$ cat src/rtl/vertex_feeder.sv
// Vertex fetch engine: reads four FP32 words per vertex from a synchronous BRAM
// and hands one assembled vertex at a time to the transformation stage.
module vertex_feeder #(
    parameter int ADDR_W  = 12,
    parameter int RAM_LAT = 2
) (
    input  logic                   clk_in,
    input  logic                   rst_in,
    input  logic                   start_in,
    input  logic [ADDR_W-1:0]      base_addr_in,
    input  logic [ADDR_W-3:0]      num_verts_in,
    output logic                   mem_en_out,
    output logic [ADDR_W-1:0]      mem_addr_out,
    input  logic [31:0]            mem_data_in,
    output logic [3:0][31:0]       pos_out,
    output logic                   valid_out,
    input  logic                   ready_in,
    output logic                   obj_done_out,
    output logic                   busy_out,
    output logic                   done_out
);
    localparam int NW = ADDR_W - 2;

    typedef enum logic [2:0] {
        S_IDLE, S_FETCH, S_WAIT, S_PRESENT, S_DONE
    } state_t;

    state_t                r_state, w_state_nxt;
    logic [ADDR_W-1:0]     r_base, r_mem_addr;
    logic [NW-1:0]         r_num, r_i;
    // Stage 0 is the read being issued this cycle; stage RAM_LAT lines up with its data.
    logic [RAM_LAT:0]      r_vld_pipe;
    logic [RAM_LAT:0][1:0] r_k_pipe;
    logic [3:0][31:0]      r_pos;
    logic                  r_valid, r_obj_done, r_busy, r_done;

    logic                  w_last, w_capture;
    logic [1:0]            w_cap_k;
    logic [ADDR_W-1:0]     w_next_vaddr;

    assign w_last       = (r_i == r_num - NW'(1));
    assign w_capture    = r_vld_pipe[RAM_LAT];
    assign w_cap_k      = r_k_pipe[RAM_LAT];
    assign w_next_vaddr = r_base + {r_i + NW'(1), 2'b00};

    always_ff @(posedge clk_in or negedge rst_in) begin
        if (!rst_in) r_state <= S_IDLE;
        else         r_state <= w_state_nxt;
    end

    always_comb begin
        w_state_nxt = r_state;
        case (r_state)
            S_IDLE:    if (start_in) w_state_nxt = (num_verts_in == '0) ? S_DONE : S_FETCH;
            S_FETCH:   if (r_k_pipe[0] == 2'd3) w_state_nxt = S_WAIT;
            S_WAIT:    if (w_capture && w_cap_k == 2'd3) w_state_nxt = S_PRESENT;
            S_PRESENT: if (ready_in) w_state_nxt = w_last ? S_DONE : S_FETCH;
            S_DONE:    w_state_nxt = S_IDLE;
            default:   w_state_nxt = S_IDLE;
        endcase
    end

    always_ff @(posedge clk_in or negedge rst_in) begin
        if (!rst_in) begin
            r_base     <= '0;
            r_num      <= '0;
            r_i        <= '0;
            r_mem_addr <= '0;
            r_vld_pipe <= '0;
            r_k_pipe   <= '0;
            r_pos      <= '0;
            r_valid    <= 1'b0;
            r_obj_done <= 1'b0;
            r_busy     <= 1'b0;
            r_done     <= 1'b0;
        end else begin
            for (int j = 1; j <= RAM_LAT; j++) begin
                r_vld_pipe[j] <= r_vld_pipe[j-1];
                r_k_pipe[j]   <= r_k_pipe[j-1];
            end
            r_busy <= (w_state_nxt != S_IDLE);
            r_done <= (w_state_nxt == S_DONE);

            if (w_capture) begin
                r_pos[w_cap_k] <= mem_data_in;
                if (w_cap_k == 2'd3) begin
                    r_valid    <= 1'b1;
                    r_obj_done <= w_last;
                end
            end

            case (r_state)
                S_IDLE: begin
                    if (start_in) begin
                        r_base <= base_addr_in;
                        r_num  <= num_verts_in;
                        r_i    <= '0;
                        if (num_verts_in != '0) begin
                            r_vld_pipe[0] <= 1'b1;
                            r_k_pipe[0]   <= 2'd0;
                            r_mem_addr    <= base_addr_in;
                        end
                    end
                end
                S_FETCH: begin
                    if (r_k_pipe[0] == 2'd3) begin
                        r_vld_pipe[0] <= 1'b0;
                    end else begin
                        r_k_pipe[0] <= r_k_pipe[0] + 2'd1;
                        r_mem_addr  <= r_mem_addr + ADDR_W'(1);
                    end
                end
                S_PRESENT: begin
                    if (ready_in) begin
                        r_valid    <= 1'b0;
                        r_obj_done <= 1'b0;
                        if (!w_last) begin
                            r_i           <= r_i + NW'(1);
                            r_vld_pipe[0] <= 1'b1;
                            r_k_pipe[0]   <= 2'd0;
                            r_mem_addr    <= w_next_vaddr;
                        end
                    end
                end
                default: ;
            endcase
        end
    end

    assign mem_en_out   = r_vld_pipe[0];
    assign mem_addr_out = r_mem_addr;
    assign pos_out      = r_pos;
    assign valid_out    = r_valid;
    assign obj_done_out = r_obj_done;
    assign busy_out     = r_busy;
    assign done_out     = r_done;
endmodule

$ cat config.mk
export PLATFORM = sky130hd
export DESIGN_NAME = vertex_feeder
export DESIGN_NICKNAME = d
export VERILOG_FILES = /design/src/rtl/vertex_feeder.sv
export SDC_FILE = /design/constraint.sdc
export NUM_CORES = 1
export LEC_CHECK = 0
export ABC_CLOCK_PERIOD_IN_PS = 3800
export CAP_MARGIN = 40
export CELL_PAD_IN_SITES_DETAIL_PLACEMENT = 0
export CELL_PAD_IN_SITES_GLOBAL_PLACEMENT = 1
export CORE_MARGIN = 2
export CORE_UTILIZATION = 40
export DETAILED_ROUTE_END_ITERATION = 8
export PLACE_DENSITY_LB_ADDON = 0.1
export SLEW_MARGIN = 20
export SYNTH_ARGS = -nofsm -noshare
export SYNTH_HDL_FRONTEND = slang
export SYNTH_SLANG_ARGS = --single-unit
$ cat constraint.sdc
create_clock -name clk_in -period 3.8 [get_ports clk_in]
set_input_delay 0.95 -clock clk_in [delete_from_list [all_inputs] [get_ports clk_in]]
set_output_delay 0.95 -clock clk_in [all_outputs]
set_load 0.05 [all_outputs]
== Word-level counts from Yosys, hierarchy flattened ==
Cells that the tools add are included.
W data, S select, Z words.

* Output and inout port bits: 145
* Word-level logic and storage cells: 90
* Input bits: 58
* Register bits: 188

* Reduce and logical (&&, ||, !) cells: 12
* Eq/ne operators: 13
* Mux-type cells: 40
* Order comparisons: 2
* Add/sub/neg operators: 5

{| class="wikitable"
|+ Operators by type and width
! operator !! number
|-
| $bwmux W128 || 1
|-
| $demux W32 S2 || 1
|-
| $mux W12 || 5
|-
| $pmux W12 S3 || 1
|-
| $mux W32 || 1
|-
| $mux W10 || 3
|-
| $pmux W10 S2 || 1
|-
| $mux W3 || 6
|-
| $mux W1 || 13
|-
| $add A12 B1 Y12 const B || 1
|-
| $add A12 B12 Y12 || 1
|-
| $ne A2 B2 Y1 const B || 6
|-
| $pmux W3 S4 || 1
|-
| $reduce_and A6 Y1 || 2
|-
| $add A10 B1 Y10 const B || 1
|-
| $eq A10 B10 Y1 || 1
|-
| $logic_not A10 Y1 || 1
|-
| $mux W2 || 5
|-
| $reduce_bool A10 Y1 || 1
|-
| $sub A10 B1 Y10 const B || 1
|-
| $eq A3 B2 Y1 const B || 2
|-
| $pmux W2 S3 || 1
|-
| $reduce_bool A3 Y1 || 2
|-
| $eq A2 B2 Y1 const B || 2
|-
| other kinds (11) || 12
|}

== Depth between registers and ports, before layout ==
* Depth after elaboration: 6
* Gate-level depth with buffers: 11
* Depth with buffers taken out: 10

== Worst setup path before layout ==
Ideal clock, no wire load.

* Path kind: reg2reg
* Start point: register r_i[1]
* End point: register r_mem_addr[11] (netlist: mem_addr_out[11])
* Clock period less this slack: 2.632 ns
* Stages on the path, launching flop included: 11
* Arrival time: 2.566 ns
* Required time: 3.734 ns
* Buffers on the path: 0
* Setup slack: 1.168 ns
* Library setup time: 0.066 ns
* Path through: dfrtp_1 -> ha_1 -> nand3_1 -> xnor2_1 -> ha_1 -> and2_1 -> a221oi_1 -> a31oi_1 -> a2111oi_0 -> o21bai_1 -> o31a_1

* Word-level cells in the longest chain between the ends: 5
* Elaborated cells between the ends (all ways): 8
* Classes of those cells: 2 x add/sub; 2 x eq/ne; 3 x mux; 1 x reduce/logical

{| class="wikitable"
|+ Ends and longest elaborated chain
! element !! RTL line !! RTL
|-
| start: declaration || 30 || <nowiki>logic [NW-1:0] r_num, r_i;</nowiki>
|-
| start signal: assignment || 118 || <nowiki>r_i <= r_i + NW'(1);</nowiki>
|-
| $add A10 B1 Y10 || 44 || <nowiki>assign w_next_vaddr = r_base + {r_i + NW'(1), 2'b00};</nowiki>
|-
| $add A12 B12 Y12 || 44 ||
|-
| $mux W12 || 117 || <nowiki>if (!w_last) begin</nowiki>
|-
| $mux W12 || 114 || <nowiki>if (ready_in) begin</nowiki>
|-
| $pmux W12 S3 || 92 || <nowiki>case (r_state)</nowiki>
|-
| end signal: assignment || 101 || <nowiki>r_mem_addr <= base_addr_in;</nowiki>
|-
| end signal: assignment || 110 || <nowiki>r_mem_addr <= r_mem_addr + ADDR_W'(1);</nowiki>
|-
| end signal: assignment || 121 || <nowiki>r_mem_addr <= w_next_vaddr;</nowiki>
|-
| end: declaration || 29 || <nowiki>logic [ADDR_W-1:0] r_base, r_mem_addr;</nowiki>
|}

Parallel ways exist; a longest one is shown, timed or not. The select of a mux whose other input is x is not followed.
A chain may end at the register's enable or synchronous reset.

== Worst setup path in the final report ==
* Start point: register r_i[0]
* End point: register r_mem_addr[11] (netlist: mem_addr_out[11])

Same word-level chain as after synthesis.

==> impl_metrics.toml <==
[run_status]
status = "finished, final reports clean"

[worst_hold_path]
hp-class = "in -> async"

[die]
dieArea_sq_um = 22900
coreArea_sq_um = 21200
start_util = 0.411
die_h_um = 151
rows = 53
fp.dieW_um = 151
io_pins = 203

[setup_path]
start_kind = "flop"
critPathKind = "reg -> reg"
cp-end-kind = "flop"
crit_path_max_fanout = 9
crit_arrival_ns = 3.43
cp_data_required_time_ns = 4.17

[cts]
cts_root_buf = "clkbuf_16"
cts_resized = 0
cts_made_buffers = 17
ctsHoldBuffers = 0
clock-sinks = 188
post_cts_buffers = 0
insertion_delay_ns = 0.43
clk_pin_slew_ns = 0.08
cts_tree = "done"
cts_max_level = 4
clk_path_buf_depth = 2

[route]
drc = 0
drt_iter0_drc = 242
drt_wl_total_um = 22300
drtPass1Iterations = 5
wl_per_cell_um = 18.6
ant_nets = 0
num_vias = 6272
via_per_inst = 5.24

[layout]
drive_gt1_frac = 0.220
mostFrequentLayoutCells = "clkdlybuf4s50_1, dfrtp_1, mux2_2, nand2_1, o21ai_0"
final_core_util = 0.551
layout.nets = 980
antenna_cells = 0
area_delta_synth_final_pct = 34.0
nFillCells = 1802
final_common_cell = "clkdlybuf4s50_1"

[synth]
netlist_instances = 709
mappedNetlistNets = 781
synthDistinctLibCells = 71
yosysWarningCount = 0
async_reset_ff_frac = 1.00
netlist_area_sq_um = 8690
synth_edf_count = 0
syn_area_per_cell_sq_um = 12.3
ys_seq_area_frac = 0.541
synth_seq_cells = 188
ys.flop_type = "dfrtp_1"

[global_route]
grt_pass1_vias = 6354
grt_usage = 0.196
grt_max_degree = 88
antenna_found_initial = 0
grt-ovfl-total = 0
grt_pass1_wl_um = 34800

[timing]
setup_tns_ns = 0
max_freq_mhz = 327
period_minus_slack_ns = 3.06
finalMaxSlewViolations = 0
timing.slew.headroom = 0.572
period_share = 0.805
rsz0062_at_grt = "false"
finalSetupViolCount = 0
tightest_slew_ns = 0.642
finClkSkew_ns = 0.0104
hold_violations = 0
layout_setup_ws_ns = 0.739

[flow_run]
maxCapViolations = 0

[placement]
dp_slack_ns = 0.429
routabilityCongestion = 0.864
io_buffers = 202
place_hpwl_um = 16400
==> worst max-delay path: stages, from the launching register on <==
cell and delay [ns]:
dfrtp_1 0.51, ha_1 0.29, nand3_1 0.12, xnor2_1 0.24
ha_1 0.31, and2_1 0.19, a221oi_1 0.42, a31oi_1 0.23
a2111oi_0 0.40, o21bai_1 0.17, o31a_1 0.14
==> synth_stat cells (all sizes together) (4+ instances only) <==
master / instances / area share
and3: 8 / 0.0058
clkbuf: 22 / 0.0096
o21ai: 21 / 0.012
mux2i: 11 / 0.013
xor2: 9 / 0.0091
a31oi: 5 / 0.0036
o21a: 6 / 0.0052
nand2: 89 / 0.038
or3: 5 / 0.0036
nor2: 19 / 0.0082
nor4: 8 / 0.0089
nor3b: 4 / 0.0035
xnor2: 19 / 0.019
nand4: 4 / 0.0029
a21o: 4 / 0.0035
nor3: 12 / 0.0069
inv: 16 / 0.0069
nand3: 13 / 0.0075
mux2: 139 / 0.18
buf: 13 / 0.012
nor2b: 4 / 0.0029
dfrtp: 188 / 0.54
a21oi: 13 / 0.0079
ha: 13 / 0.019
and2: 9 / 0.0065
==> sequential cells by signal, indices dropped and copies added (netlist names), 2 cells and up <==
| signal | count |
|---|---|
| w_cap_k | 2 |
| mem_addr_out | 12 |
| r_state | 3 |
| r_k_pipe | 4 |
| r_base | 12 |
| pos_out | 128 |
| r_num | 10 |
| r_vld_pipe | 3 |
| r_i | 10 |
==> kinds of logic (layout without fill, tap and decap cells) <==
| group | after synthesis | count (layout) | share of synthesized area |
|---|---|---|---|
| AOI/OAI and AO/OA | 86 | 86 | 0.0743 |
| xor gates and xnor gates | 28 | 28 | 0.0282 |
| adders and majority gates | 14 | 14 | 0.0210 |
| buffers and inverters | 53 | 265 | 0.0305 |
| DFF | 188 | 188 | 0.541 |
| muxes | 150 | 150 | 0.195 |
| and+or+nand+nor | 190 | 190 | 0.110 |
==> metrics by stage <==
stage          std cells  hold WS [ns]  instance area, sq um
3_5_place_dp        1162         0.337                 11000
6_report            1196         0.286                 11600
4_1_cts             1194         0.351                 11600
5_1_grt             1196         0.258                 11600
3_3_place_gp        1162         0.336                 11000
2_1_floorplan        709         0.331                  8690
==> area by class of cell <==
type / instances / area, sq um / share of cell area
Clock inverter: 15 / 204 / 0.0175
Timing Repair Buffer: 217 / 2170 / 0.187
Sequential cell: 188 / 4700 / 0.404
Multi-Input combinational cell: 468 / 3740 / 0.321
Inverter: 16 / 60.1 / 0.00516
Clock buffer: 17 / 425 / 0.0365
Tap cell: 275 / 344 / 0.0295
==> routing by layer <==
metal	track usage	vias to the layer above	part of all wire
li1	-	2924	-
met5	0	-	0
met2	0.333	188	0.50
met3	0.0313	28	0.050
met1	0.255	3132	0.43
met4	0.0668	0	0.019
==> worst paths after layout <==
| check | slack [ns] | to | from | depth (start not counted) |
|---|---|---|---|---|
| min in group clk_in | 0.34 | r_vld_pipe[2]$_DFF_PN0_ | r_vld_pipe[1]$_DFF_PN0_ | 0 |
| max reg2reg | 0.74 | mem_addr_out[11]$_DFFE_PN0P_ | r_i[0]$_DFFE_PN0P_ | 10 |
| min | 0.29 | pos_out[103]$_DFFE_PN0P_ | rst_in | 1 |
| max in group asynchronous | 2.49 | pos_out[29]$_DFFE_PN0P_ | rst_in | 3 |
| min reg2reg | 0.34 | r_vld_pipe[2]$_DFF_PN0_ | r_vld_pipe[1]$_DFF_PN0_ | 0 |
| max | 0.74 | mem_addr_out[11]$_DFFE_PN0P_ | r_i[0]$_DFFE_PN0P_ | 10 |
Power is not shown: default switching activity piles up to over one toggle a cycle in this logic, so the estimate is an artifact.
